--- src/rtl/dmem_access_arbiter.sv ---
// Two-port arbiter/sequencer in front of a single-ported data memory.
// Define DMEM_ARB_RR_EN for round-robin arbitration (fixed priority, port 0 first, otherwise).
module dmem_access_arbiter #(
    parameter int DEPTH   = 64,
    parameter int LATENCY = 1
) (
    input  logic        clk,
    input  logic        rst_n,
    input  logic        p0_req,
    input  logic        p0_we,
    input  logic [5:0]  p0_opcode,
    input  logic [31:0] p0_addr,
    input  logic [31:0] p0_wdata,
    output logic        p0_gnt,
    output logic        p0_rvalid,
    output logic [31:0] p0_rdata,
    output logic        p0_err,
    input  logic        p1_req,
    input  logic        p1_we,
    input  logic [5:0]  p1_opcode,
    input  logic [31:0] p1_addr,
    input  logic [31:0] p1_wdata,
    output logic        p1_gnt,
    output logic        p1_rvalid,
    output logic [31:0] p1_rdata,
    output logic        p1_err,
    output logic [31:0] mem_address,
    output logic [31:0] mem_write_data,
    output logic [5:0]  mem_opcode,
    output logic        sig_mem_read,
    output logic        sig_mem_write,
    input  logic [31:0] mem_read_data,
    output logic        busy
);

    typedef enum logic [1:0] {
        ST_IDLE   = 2'd0,
        ST_ACCESS = 2'd1,
        ST_WAIT   = 2'd2,
        ST_RESP   = 2'd3
    } state_t;

    localparam logic [31:0] DEPTH_W = 32'(DEPTH);
    localparam logic [3:0]  LAT_M1  = 4'(LATENCY - 1);

    state_t      r_state, w_next;
    logic        r_owner, r_we, r_addr_err;
    logic [5:0]  r_opcode;
    logic [31:0] r_addr, r_wdata;
    logic [3:0]  r_cnt;

    logic        r_p0_gnt, r_p0_rvalid, r_p0_err, r_p1_gnt, r_p1_rvalid, r_p1_err;
    logic [31:0] r_p0_rdata, r_p1_rdata, r_mem_address, r_mem_write_data;
    logic [5:0]  r_mem_opcode;
    logic        r_rd, r_wr, r_busy;

    logic        w_req_any, w_pick1, w_sel_we, w_sel_err;
    logic [5:0]  w_sel_opcode;
    logic [31:0] w_sel_addr, w_sel_wdata;
    logic        w_gnt0, w_gnt1, w_rd, w_wr, w_rv, w_err;
    logic [31:0] w_rdata, w_mem_addr, w_mem_wdata;
    logic [5:0]  w_mem_op;

    assign w_req_any = p0_req | p1_req;

`ifdef DMEM_ARB_RR_EN
    // r_ptr = 1 gives port 1 priority on a simultaneous request
    logic r_ptr;
    assign w_pick1 = p1_req & (~p0_req | r_ptr);

    // Priority pointer: point away from whichever port was just granted
    always_ff @(posedge clk or negedge rst_n) begin
        if (!rst_n) begin
            r_ptr <= 1'b0;
        end else if (r_state == ST_IDLE && w_req_any) begin
            r_ptr <= ~w_pick1;
        end
    end
`else
    assign w_pick1 = p1_req & ~p0_req;
`endif

    assign w_sel_we     = w_pick1 ? p1_we     : p0_we;
    assign w_sel_opcode = w_pick1 ? p1_opcode : p0_opcode;
    assign w_sel_addr   = w_pick1 ? p1_addr   : p0_addr;
    assign w_sel_wdata  = w_pick1 ? p1_wdata  : p0_wdata;
    assign w_sel_err    = (w_sel_addr >= DEPTH_W);

    // State register
    always_ff @(posedge clk or negedge rst_n) begin
        if (!rst_n) begin
            r_state <= ST_IDLE;
        end else begin
            r_state <= w_next;
        end
    end

    // Next state plus next-cycle values of every registered output.
    // An out-of-range command spends its grant cycle in ACCESS with both
    // strobes and the bus quiet, so its response follows the grant directly.
    always_comb begin
        w_next      = r_state;
        w_gnt0      = 1'b0;
        w_gnt1      = 1'b0;
        w_rd        = 1'b0;
        w_wr        = 1'b0;
        w_rv        = 1'b0;
        w_err       = 1'b0;
        w_rdata     = 32'd0;
        w_mem_addr  = 32'd0;
        w_mem_wdata = 32'd0;
        w_mem_op    = 6'd0;
        case (r_state)
            ST_IDLE: begin
                if (w_req_any) begin
                    w_next      = ST_ACCESS;
                    w_gnt0      = ~w_pick1;
                    w_gnt1      = w_pick1;
                    w_rd        = ~w_sel_err & ~w_sel_we;
                    w_wr        = ~w_sel_err & w_sel_we;
                    w_mem_addr  = w_sel_err ? 32'd0 : w_sel_addr;
                    w_mem_wdata = w_sel_err ? 32'd0 : w_sel_wdata;
                    w_mem_op    = w_sel_err ? 6'd0 : w_sel_opcode;
                end else begin
                    w_next = ST_IDLE;
                end
            end
            ST_ACCESS: begin
                if (r_addr_err) begin
                    w_next = ST_RESP;
                    w_rv   = 1'b1;
                    w_err  = 1'b1;
                end else begin
                    w_next      = ST_WAIT;
                    w_rd        = ~r_we;
                    w_mem_addr  = r_addr;
                    w_mem_wdata = r_wdata;
                    w_mem_op    = r_opcode;
                end
            end
            ST_WAIT: begin
                if (r_cnt == 4'd0) begin
                    w_next  = ST_RESP;
                    w_rv    = 1'b1;
                    w_rdata = r_we ? 32'd0 : mem_read_data;
                end else begin
                    w_rd        = ~r_we;
                    w_mem_addr  = r_addr;
                    w_mem_wdata = r_wdata;
                    w_mem_op    = r_opcode;
                end
            end
            ST_RESP: begin
                w_next = ST_IDLE;
            end
            default: begin
                w_next = ST_IDLE;
            end
        endcase
    end

    // Command latch at grant time
    always_ff @(posedge clk or negedge rst_n) begin
        if (!rst_n) begin
            r_owner    <= 1'b0;
            r_we       <= 1'b0;
            r_opcode   <= 6'd0;
            r_addr     <= 32'd0;
            r_wdata    <= 32'd0;
            r_addr_err <= 1'b0;
        end else if (r_state == ST_IDLE && w_req_any) begin
            r_owner    <= w_pick1;
            r_we       <= w_sel_we;
            r_opcode   <= w_sel_opcode;
            r_addr     <= w_sel_addr;
            r_wdata    <= w_sel_wdata;
            r_addr_err <= w_sel_err;
        end
    end

    // WAIT-phase countdown
    always_ff @(posedge clk or negedge rst_n) begin
        if (!rst_n) begin
            r_cnt <= 4'd0;
        end else if (r_state == ST_ACCESS) begin
            r_cnt <= LAT_M1;
        end else if (r_state == ST_WAIT && r_cnt != 4'd0) begin
            r_cnt <= r_cnt - 4'd1;
        end
    end

    // Output registers; only the owning port's response fields move
    always_ff @(posedge clk or negedge rst_n) begin
        if (!rst_n) begin
            r_p0_gnt <= 1'b0;  r_p0_rvalid <= 1'b0;  r_p0_err <= 1'b0;  r_p0_rdata <= 32'd0;
            r_p1_gnt <= 1'b0;  r_p1_rvalid <= 1'b0;  r_p1_err <= 1'b0;  r_p1_rdata <= 32'd0;
            r_mem_address <= 32'd0;  r_mem_write_data <= 32'd0;  r_mem_opcode <= 6'd0;
            r_rd <= 1'b0;  r_wr <= 1'b0;  r_busy <= 1'b0;
        end else begin
            r_p0_gnt         <= w_gnt0;
            r_p1_gnt         <= w_gnt1;
            r_p0_rvalid      <= w_rv & ~r_owner;
            r_p1_rvalid      <= w_rv & r_owner;
            r_p0_err         <= w_err & ~r_owner;
            r_p1_err         <= w_err & r_owner;
            r_p0_rdata       <= (w_rv & ~r_owner) ? w_rdata : 32'd0;
            r_p1_rdata       <= (w_rv & r_owner) ? w_rdata : 32'd0;
            r_mem_address    <= w_mem_addr;
            r_mem_write_data <= w_mem_wdata;
            r_mem_opcode     <= w_mem_op;
            r_rd             <= w_rd;
            r_wr             <= w_wr;
            r_busy           <= (w_next != ST_IDLE);
        end
    end

    assign p0_gnt         = r_p0_gnt;
    assign p0_rvalid      = r_p0_rvalid;
    assign p0_rdata       = r_p0_rdata;
    assign p0_err         = r_p0_err;
    assign p1_gnt         = r_p1_gnt;
    assign p1_rvalid      = r_p1_rvalid;
    assign p1_rdata       = r_p1_rdata;
    assign p1_err         = r_p1_err;
    assign mem_address    = r_mem_address;
    assign mem_write_data = r_mem_write_data;
    assign mem_opcode     = r_mem_opcode;
    assign sig_mem_read   = r_rd;
    assign sig_mem_write  = r_wr;
    assign busy           = r_busy;

endmodule

--- config.mk ---
export PLATFORM = sky130hd
export DESIGN_NAME = dmem_access_arbiter
export DESIGN_NICKNAME = d
export VERILOG_FILES = /design/src/rtl/dmem_access_arbiter.sv
export SDC_FILE = /design/constraint.sdc
export NUM_CORES = 1
export LEC_CHECK = 0
export ABC_AREA = 1
export ABC_CLOCK_PERIOD_IN_PS = 2370
export CORE_MARGIN = 5
export CORE_UTILIZATION = 46
export DETAILED_ROUTE_END_ITERATION = 12
export GPL_ROUTABILITY_DRIVEN = 0
export GPL_TIMING_DRIVEN = 0
export PLACE_DENSITY_LB_ADDON = 0.3
export RECOVER_POWER = 50
export REMOVE_ABC_BUFFERS = 1
export SYNTH_ARGS = -nofsm -noshare
export SYNTH_HDL_FRONTEND = slang
export SYNTH_SLANG_ARGS = --single-unit
export TNS_END_PERCENT = 20
--- constraint.sdc ---
create_clock -name clk -period 2.37 [get_ports clk]
set_input_delay 0.3555 -clock clk [delete_from_list [all_inputs] [get_ports clk]]
set_output_delay 0.3555 -clock clk [all_outputs]
set_load 0.02 [all_outputs]
==> reports/results.ini, run 1 <==
[run]
drv_cap=0

[timing]
fin_crit_sh_pct=94.8
drv_slew=0
fin_skew_ns=0.0145
finalCriticalPeriod_ns=2.25
slew_headroom_pct=5.28
hold_viol_final=0
worst_slew_pin_slew_ns=1.42
setup_viol=0
max_freq_ghz=0.445
rsz0062_at_grt=yes

[routing]
firstDrtPassIters=5
wire_per_inst_um=16.8
drc_errors=0
vias_per_cell=4.97
num_vias=8087
routed_wl_mm=27.3
drt_iter0_drc=360
ant_nets=0

[floorplan]
initial_core_util_pct=47.1
rows=51
die_area_mm2=0.0231
core_area_mm2=0.0197
die_x_um=152
ios=321
die_h_um=152

[final_layout]
syn2layout_area_growth_pct=47.4
postLayoutCoreUtil_pct=69.4
final_cells=1626
fin_nets=1530
fillerInstances=1565
drive_above_1_share_pct=5.14
multi_input_area_mm2=0.00319
final_area_mm2=0.0136
n_antenna_cell=0
seq_area_mm2=0.00556

[critical_path]
regToRegSetupSlack_ns=0.12
worst-path-max-fanout=24
path_cells=inv_1 > ha_1 > inv_1 > o21ai_4 > inv_1 > nor2_4 > buf_16 > nand2_1 > nand2_1
path_class=register to register
crit_arrival_ns=2.69
cp-start-kind=register
cp.required_ns=2.81
slowest_stage=nor2_4
slowest_delay_ns=0.53
cpMostUsedCell=inv_1
endpoint_kind=register

[pwr]
p_per_area_mw_per_mm2=948
power_uw=12900
vdd_drop_max_mv=0.488
p_leak_uw=0.00668

[global_route]
grt_pass1_wl_mm=43.5
grt_pass1_vias=8087
antenna_found_initial=0
grt_usage_pct=23.0
grt_max_degree=122
overflow=0

[cts]
htreeDepth=1
cts_tree=yes
cts_inserted_buffers=23
clk_path_buf_depth=3
worstSkewPairLatency_ns=0.50
clock_sinks=222
root_buffer=clkbuf_16
clk_pin_slew_ns=0.06

[yosys]
yosysUniqueCellTypes=27
yosysWarningCount=0
synth_seq_area_share_pct=60.0
ys_async_sr_fraction_pct=100
ys_ff_latch=222
synth_ff_type=dfrtp_1
syn_area_per_cell_um2=8.82
synth_edf_count=0
synth.cell_area_mm2=0.00926
syn_inst=1050

[min_path]
min_path_type=input port to register

[placed_design]
dpl_cell_area_mm2=0.0127
dp.cells=1579
dp_hpwl_mm=18.5
portBuffers=320

[run_status]
status=completed

[report_power, final]
group          switching [uW]  internal [uW]
logic                    2610           1640
registers                 440           4710
clock network            1430           2100
[layout by cell type (no fill, tap or decap), types with 2 or more instances in the layout]
| cell | count |
|---|---|
| or2_1 | 2 |
| buf_16 | 4 |
| inv_6 | 2 |
| a21oi_1 | 4 |
| nor2_1 | 85 |
| buf_12 | 4 |
| nand3_4 | 2 |
| clkbuf_8 | 7 |
| nand2_8 | 2 |
| clkbuf_1 | 3 |
| dfrtp_1 | 222 |
| ha_1 | 5 |
| nand3_1 | 52 |
| nand3b_1 | 7 |
| buf_8 | 4 |
| o21a_1 | 2 |
| o21bai_1 | 44 |
| o21ai_1 | 14 |
| clkinv_2 | 4 |
| nand2_1 | 316 |
| o21ai_0 | 63 |
| nor3_1 | 63 |
| clkdlybuf4s50_1 | 317 |
| inv_1 | 87 |
| clkbuf_16 | 23 |
| nor2_4 | 5 |
[timing repair]
| item | CTS | global route |
|---|---|---|
| cloned | 3 | 0 |
| setup endpoints to repair | 184 | 146 |
| pin swaps | 3 | 3 |
| setup buffers | 2 | 1 |
| resized for setup | 15 | 5 |
| hold buffers | 1 | 0 |
| hold endpoints to repair | 101 | 0 |
[cells in the mapped netlist, types with 7 or more instances]
cell      count  share of area [%]
o21bai_1     44                3.6
nand3_1      54                2.9
nand2_1     317                 13
nor2_1       87                3.5
clkbuf_1     46                1.9
o21ai_0      64                3.5
dfrtp_1     222                 60
buf_2        10               0.54
nand3b_1      7               0.57
nor3_1       64                3.5
o21ai_1      14               0.76
inv_1        87                3.5
[registers in the layout, summed over array words and instances (netlist names), 4 cells and up]
register and count:
p0_rdata 32, p1_rdata 32, mem_opcode 6, r_wdata 32
mem_write_data 32, mem_address 32, r_addr 32, r_opcode 6
r_cnt 4
[final timing paths]
kind                       depth (start not counted)               from            endpoint
min reg2reg                                        1           r_cnt[3]            r_cnt[3]
max                                                9         r_state[1]  mem_write_data[13]
min in group asynchronous                          2              rst_n        p1_rdata[30]
max in group asynchronous                          3              rst_n          r_addr[26]
min                                                3  mem_read_data[31]        p0_rdata[31]
max reg2reg                                        9         r_state[1]  mem_write_data[13]
[worst max-delay path: cells and delay by family (launching register included)]
family	cells	cell delay, ns
simple gates	3	0.66
buf+inv	4	0.57
flops	1	0.42
compound gates	1	0.29
fa+ha+maj	1	0.23
[per-stage QoR]
| stage | hold slack, ns | TNS (ns) | setup WS, ns |
|---|---|---|---|
| after global routing | 0.399 | -1.63 | -0.0998 |
| after floorplan | 0.0599 | -137.75 | -1.16 |
| final | 0.400 | 0 | 0.123 |
| after global placement | 0.442 | -2373.99 | -8.22 |
| after detailed placement | 0.441 | -168.02 | -1.46 |
| after CTS | 0.386 | -0.538 | -0.175 |
[cell families after synthesis]
family	synth area share, %
AO/OA/AOI/OAI	8.25
AND/OR/NAND/NOR	23.9
buffers and inverters	6.96
multiplexers	0.108
adder cells (fa/ha/maj)	0.811
flip-flops	60.0
[area by class of cell]
| class | count | share of cell area, % |
|---|---|---|
| clock inverter | 7 | 0.486 |
| sequential | 222 | 40.7 |
| tap | 265 | 2.43 |
| timing repair buffer | 334 | 25.4 |
| clock buffer | 33 | 5.01 |
| multi-input combinational | 675 | 23.4 |
| inverter | 90 | 2.60 |
[per-layer routing]
metal	wire, um	part of all wire [%]	track usage, %	up-vias
li1	-	-	-	3894
met1	10400	38	27.7	3833
met2	13900	51	40.7	305
met3	2320	8.5	6.59	55
met4	775	2.8	6.12	0
met5	0	0	0	-
No activity file was read; power rests on OpenSTA's default activity.
==> inputs of run 2 (changes only) <==
--- a/config.mk
+++ b/config.mk
@@ -11,7 +11,7 @@
 export CORE_UTILIZATION = 46
 export DETAILED_ROUTE_END_ITERATION = 12
 export GPL_ROUTABILITY_DRIVEN = 0
-export GPL_TIMING_DRIVEN = 0
+export GPL_TIMING_DRIVEN = 1
 export PLACE_DENSITY_LB_ADDON = 0.3
 export RECOVER_POWER = 50
 export REMOVE_ABC_BUFFERS = 1
==> run 2 against run 1 <==
Register-to-register slack improved by 0.23 ns. Fmax up 11%. Clock power increased by 3%. Final area about the same. Utilization is 0.064 points higher. Final cell count up 0.92%. Power grew 0.94%. Critical path depth did not move. Combinational power barely moved. Largest cell class unchanged.
==> reports/results.ini, run 2 (same netlist as run 1, synthesis figures left out) <==
[run_status]
status=completed

[cts]
htreeDepth=1
post_cts_buffers=0
clk_pin_slew_ns=0.06
worstSkewPairLatency_ns=0.50
clock_sinks=222
cts_tree=yes
root_buffer=clkbuf_16
cts_inserted_buffers=24
clk_path_buf_depth=3

[floorplan]
core_area_mm2=0.0197
die_h_um=152
rows=51
ios=321
die_x_um=152
die_area_mm2=0.0231
initial_core_util_pct=47.1

[global_route]
grt_pass1_wl_mm=43.0
antenna_found_initial=1
grt_max_degree=81
overflow=0
grt_usage_pct=22.6
grt_pass1_vias=8225

[timing]
setup_viol=0
worst_slew_pin_slew_ns=1.29
drv_slew=0
tns_ns=0
fin_skew_ns=0.00773
rsz0062_at_grt=no
hold_viol_final=0
slew_headroom_pct=14.1
max_freq_ghz=0.495
fin_crit_sh_pct=85.2
finalCriticalPeriod_ns=2.02
hold_slack_ns=0.404
worst_slack_ns=0.350

[final_layout]
final_cells=1641
seq_area_mm2=0.00556
fillerInstances=1568
syn2layout_area_growth_pct=47.6
fin_nets=1545
final_cell_mix=nand2_1, clkdlybuf4s50_1, dfrtp_1
layout_commonest_cell=nand2_1
postLayoutCoreUtil_pct=69.5
multi_input_area_mm2=0.00308
drive_above_1_share_pct=5.53

[placed_design]
dp.cells=1599
dp_slack_ns=-0.112
dp_hpwl_mm=19.2
portBuffers=320

[critical_path]
worst-path-max-fanout=49
r2r_start=r_state[0]
regToRegSetupSlack_ns=0.35
crit_arrival_ns=2.46
crit_path_start=r_state[0]
endpoint_kind=register
cp.required_ns=2.81
path_class=register to register
cp-start-kind=register

[routing]
drt_iter0_drc=536
vias_per_cell=4.94
ant_nets=0
num_vias=8107
wire_per_inst_um=16.5
drc_errors=0
firstDrtPassIters=5
routed_wl_mm=27.0

[pwr]
p_leak_uw=0.00684
vdd_drop_max_mv=0.479
p_per_area_mw_per_mm2=956

[min_path]
min_from=mem_read_data[17]
min_path_type=input port to register

[run]
drv_cap=0

-- run 2: area by class of cell --
type                            instances  share of cell area [%]
Sequential cell                       222                    40.7
Antenna cell                            1                  0.0183
Inverter                               90                    2.47
Clock buffer                           32                    4.92
Clock inverter                          8                   0.714
Timing Repair Buffer                  351                    26.2
Multi-Input combinational cell        672                    22.6
Tap cell                              265                    2.43
-- run 2: path summary, 6_finish.rpt --
kind / end / cells past startpoint
min: p1_rdata[17] / 3
max in group asynchronous: r_addr[16] / 3
max reg2reg: r_wdata[23] / 9
min in group asynchronous: p0_rdata[20] / 2
max: r_wdata[23] / 9
min reg2reg: p0_err / 1
-- run 2: worst max-delay path: stages, from the launching register on --
cell     delay (ns)
dfrtp_1        0.40
inv_1          0.08
ha_1           0.27
nand2_1        0.14
nand2_1        0.11
buf_12         0.19
inv_2          0.12
buf_4          0.40
nand2_1        0.11
nand2_1        0.09
-- run 2: per-stage QoR --
stage / area, um^2 / power (uW)
finish: 13700 / 13100
detailed placement: 12900 / 9520
global route: 13700 / 13900
CTS: 13700 / 13200
floorplan: 8950 / 7430
global placement: 12900 / 9400
-- run 2: layer usage --
layer  wire length, um  GRT usage [%]  up-vias
met5                 0              0        -
met3              2090           6.11       45
met4               635           5.78        0
li1                  -              -     3914
met2             13800           40.4      301
met1             10500           27.2     3847
-- run 2: what timing repair did --
action	4_1_cts	5_1_grt
endpoints found under the hold margin	47	0
hold buffers	1	0
gates resized for setup	0	0
-- run 2: where the power goes --
| part | switching, uW | internal, uW |
|---|---|---|
| Clock | 1450 | 2200 |
| Combinational | 2560 | 1700 |
| Sequential | 441 | 4710 |
==> inputs of run 3 (changes only) <==
--- a/config.mk
+++ b/config.mk
@@ -5,16 +5,16 @@
 export SDC_FILE = /design/constraint.sdc
 export NUM_CORES = 1
 export LEC_CHECK = 0
-export ABC_AREA = 1
 export ABC_CLOCK_PERIOD_IN_PS = 2370
 export CORE_MARGIN = 5
-export CORE_UTILIZATION = 46
+export CORE_UTILIZATION = 45
 export DETAILED_ROUTE_END_ITERATION = 12
 export GPL_ROUTABILITY_DRIVEN = 0
 export GPL_TIMING_DRIVEN = 1
 export PLACE_DENSITY_LB_ADDON = 0.3
 export RECOVER_POWER = 50
 export REMOVE_ABC_BUFFERS = 1
+export SLEW_MARGIN = 10
 export SYNTH_ARGS = -nofsm -noshare
 export SYNTH_HDL_FRONTEND = slang
 export SYNTH_SLANG_ARGS = --single-unit
==> run 3 against run 2 <==
Sequential power fell by 5.6%. Final area shrank 4.5%. Critical path depth down 2. Largest power group unchanged.
==> reports/results.ini, run 3 <==
[cts]
htreeDepth=1
cts_inserted_buffers=23
clk_path_buf_depth=3
cts_resized=0
worstSkewPairLatency_ns=0.51
cts_tree=yes
root_buffer=clkbuf_16
clock_sinks=222
clk_pin_slew_ns=0.06

[routing]
wl_met1_mm=9.53
vias_per_cell=5.24
wire_per_inst_um=18.4
wl_met3_mm=2.65
ant_nets=0
routed_wl_mm=25.1
dr_wl_met2_mm=12.1
drc_errors=0
drt_iter0_drc=370
num_vias=7141
routed.top_layer=met4
firstDrtPassIters=5

[yosys]
synth_top_area_share_pct=63.0
yosysWarningCount=0
synthTopCellsByArea=dfrtp_1, mux2i_1, a32o_1, and3_1, nand2_1
yosysUniqueCellTypes=35
syn_inst=774
synth_area_leader_cell=dfrtp_1
ys_async_sr_fraction_pct=100
synth_edf_count=0
ys_ff_latch=222
yosysMostFrequentCell=dfrtp_1
synth.cell_area_mm2=0.00882
syn_area_per_cell_um2=11.4
ys_top_cells_by_count=dfrtp_1, nand2_1, nor2_1
synth_seq_area_share_pct=63.0
synth_ff_type=dfrtp_1

[global_route]
grt_usage_pct=21.7
grt_pass1_vias=7062
grt_max_degree=91
grt_pass1_wl_mm=38.7
overflow=0
antenna_found_initial=0

[timing]
max_freq_ghz=0.476
hold_viol_final=0
worst_slack_ns=0.271
worst_slew_pin_slew_ns=1.30
finalCriticalPeriod_ns=2.10
rsz0062_at_grt=no
fin_skew_ns=0.00746
drv_slew=0
slew_headroom_pct=13.0
setup_viol=0
fin_crit_sh_pct=88.6

[min_path]
min_path_type=input port to asynchronous set/reset pin

[critical_path]
worst-path-max-fanout=25
regToRegSetupSlack_ns=0.27
r2r_start=r_cnt[0]
endpoint_kind=register
reg2reg_to=mem_address[17]
slowest_delay_ns=0.55
crit_family=simple AND/OR/NAND/NOR gates
path_class=register to register
cp.required_ns=2.81
slowest_stage=nor2_4
crit_arrival_ns=2.54
rr_worst_depth=7
critical_path_buf_inv_count=2
path_cells=inv_1 > ha_1 > or3b_1 > a21oi_1 > nor2_4 > buf_4 > and2_1
cp-start-kind=register

[final_layout]
postLayoutCoreUtil_pct=67.3
syn2layout_area_growth_pct=48.0
drive_above_1_share_pct=5.83
fin_nets=1266
layout_commonest_cell=clkdlybuf4s50_1
final_cell_mix=clkdlybuf4s50_1, dfrtp_1, nand2_1
n_antenna_cell=0

[run]
drv_cap=0

[floorplan]
die_area_mm2=0.0225
die_x_um=150
initial_core_util_pct=45.4
ios=321
die_h_um=150
core_area_mm2=0.0194
rows=51

[pwr]
vdd_drop_max_mv=0.511
power_uw=11000
p_per_area_mw_per_mm2=842
p_leak_uw=0.00619

[placed_design]
portBuffers=320
dp_hpwl_mm=17.5
dp_slack_ns=0.111

[run_status]
status=completed

run 3: what timing repair did:
action	CTS	global route
hold buffers	1	0
buffers inserted	0	0
hold endpoints to repair	24	0
run 3: worst reg2reg max path, stage by stage, from the launching register on:
cell and delay, ns:
dfrtp_1 0.38, inv_1 0.08, ha_1 0.21, or3b_1 0.21, a21oi_1 0.11, nor2_4 0.55, buf_4 0.35, and2_1 0.16
run 3: worst max path at each step:
stage / slack [ns] / to / from / cells past startpoint
floorplan: -2.47 / sig_mem_write / p0_req / 3
global placement: 0.1 / mem_write_data[11] / p1_addr[18] / 6
detailed placement: 0.11 / r_addr_err / p1_addr[11] / 6
CTS: 0.27 / mem_address[18] / r_state[1] / 7
global route: 0.07 / mem_address[30] / r_state[1] / 7
finish: 0.27 / mem_address[17] / r_cnt[0] / 7
run 3: cells by family after synthesis:
logic type / Yosys count / share of synthesized area, %
xor gates and xnor gates: 3 / 0.298
muxes: 47 / 5.34
DFF: 222 / 63.0
AOI/OAI and AO/OA: 124 / 10.1
and+or+nand+nor: 305 / 16.5
adders and majority gates: 6 / 0.852
buffers and inverters: 67 / 3.87
run 3: per-layer routing:
metal	track usage (%)	vias up
met3	6.36	52
met1	27.8	3448
li1	-	3303
met4	6.59	0
met2	35.9	338
met5	0	-
run 3: final cells by class:
type | instances | area (um^2)
fillers | 1490 | 6350
flip-flops and latches | 222 | 5560
repair buffers | 343 | 3450
multi-input cells | 485 | 2970
clock buffers | 36 | 664
well taps | 265 | 332
clock inverters | 4 | 48.8
inverters | 7 | 26.3
run 3: per-stage QoR:
step                      TNS [ns]  instances  hold WS, ns  cell area (um^2)
after floorplan            -206.30        714       0.0599              8500
after global placement           0       1321        0.226             12400
after detailed placement         0       1321        0.230             12400
after CTS                        0       1362        0.292             13100
final                            0       1362        0.291             13000
after global routing             0       1362        0.306             13000
run 3: where the power goes:
| part | internal [uW] | switching [uW] |
|---|---|---|
| Combinational | 1080 | 1610 |
| Sequential | 4530 | 339 |
| Clock | 2030 | 1400 |
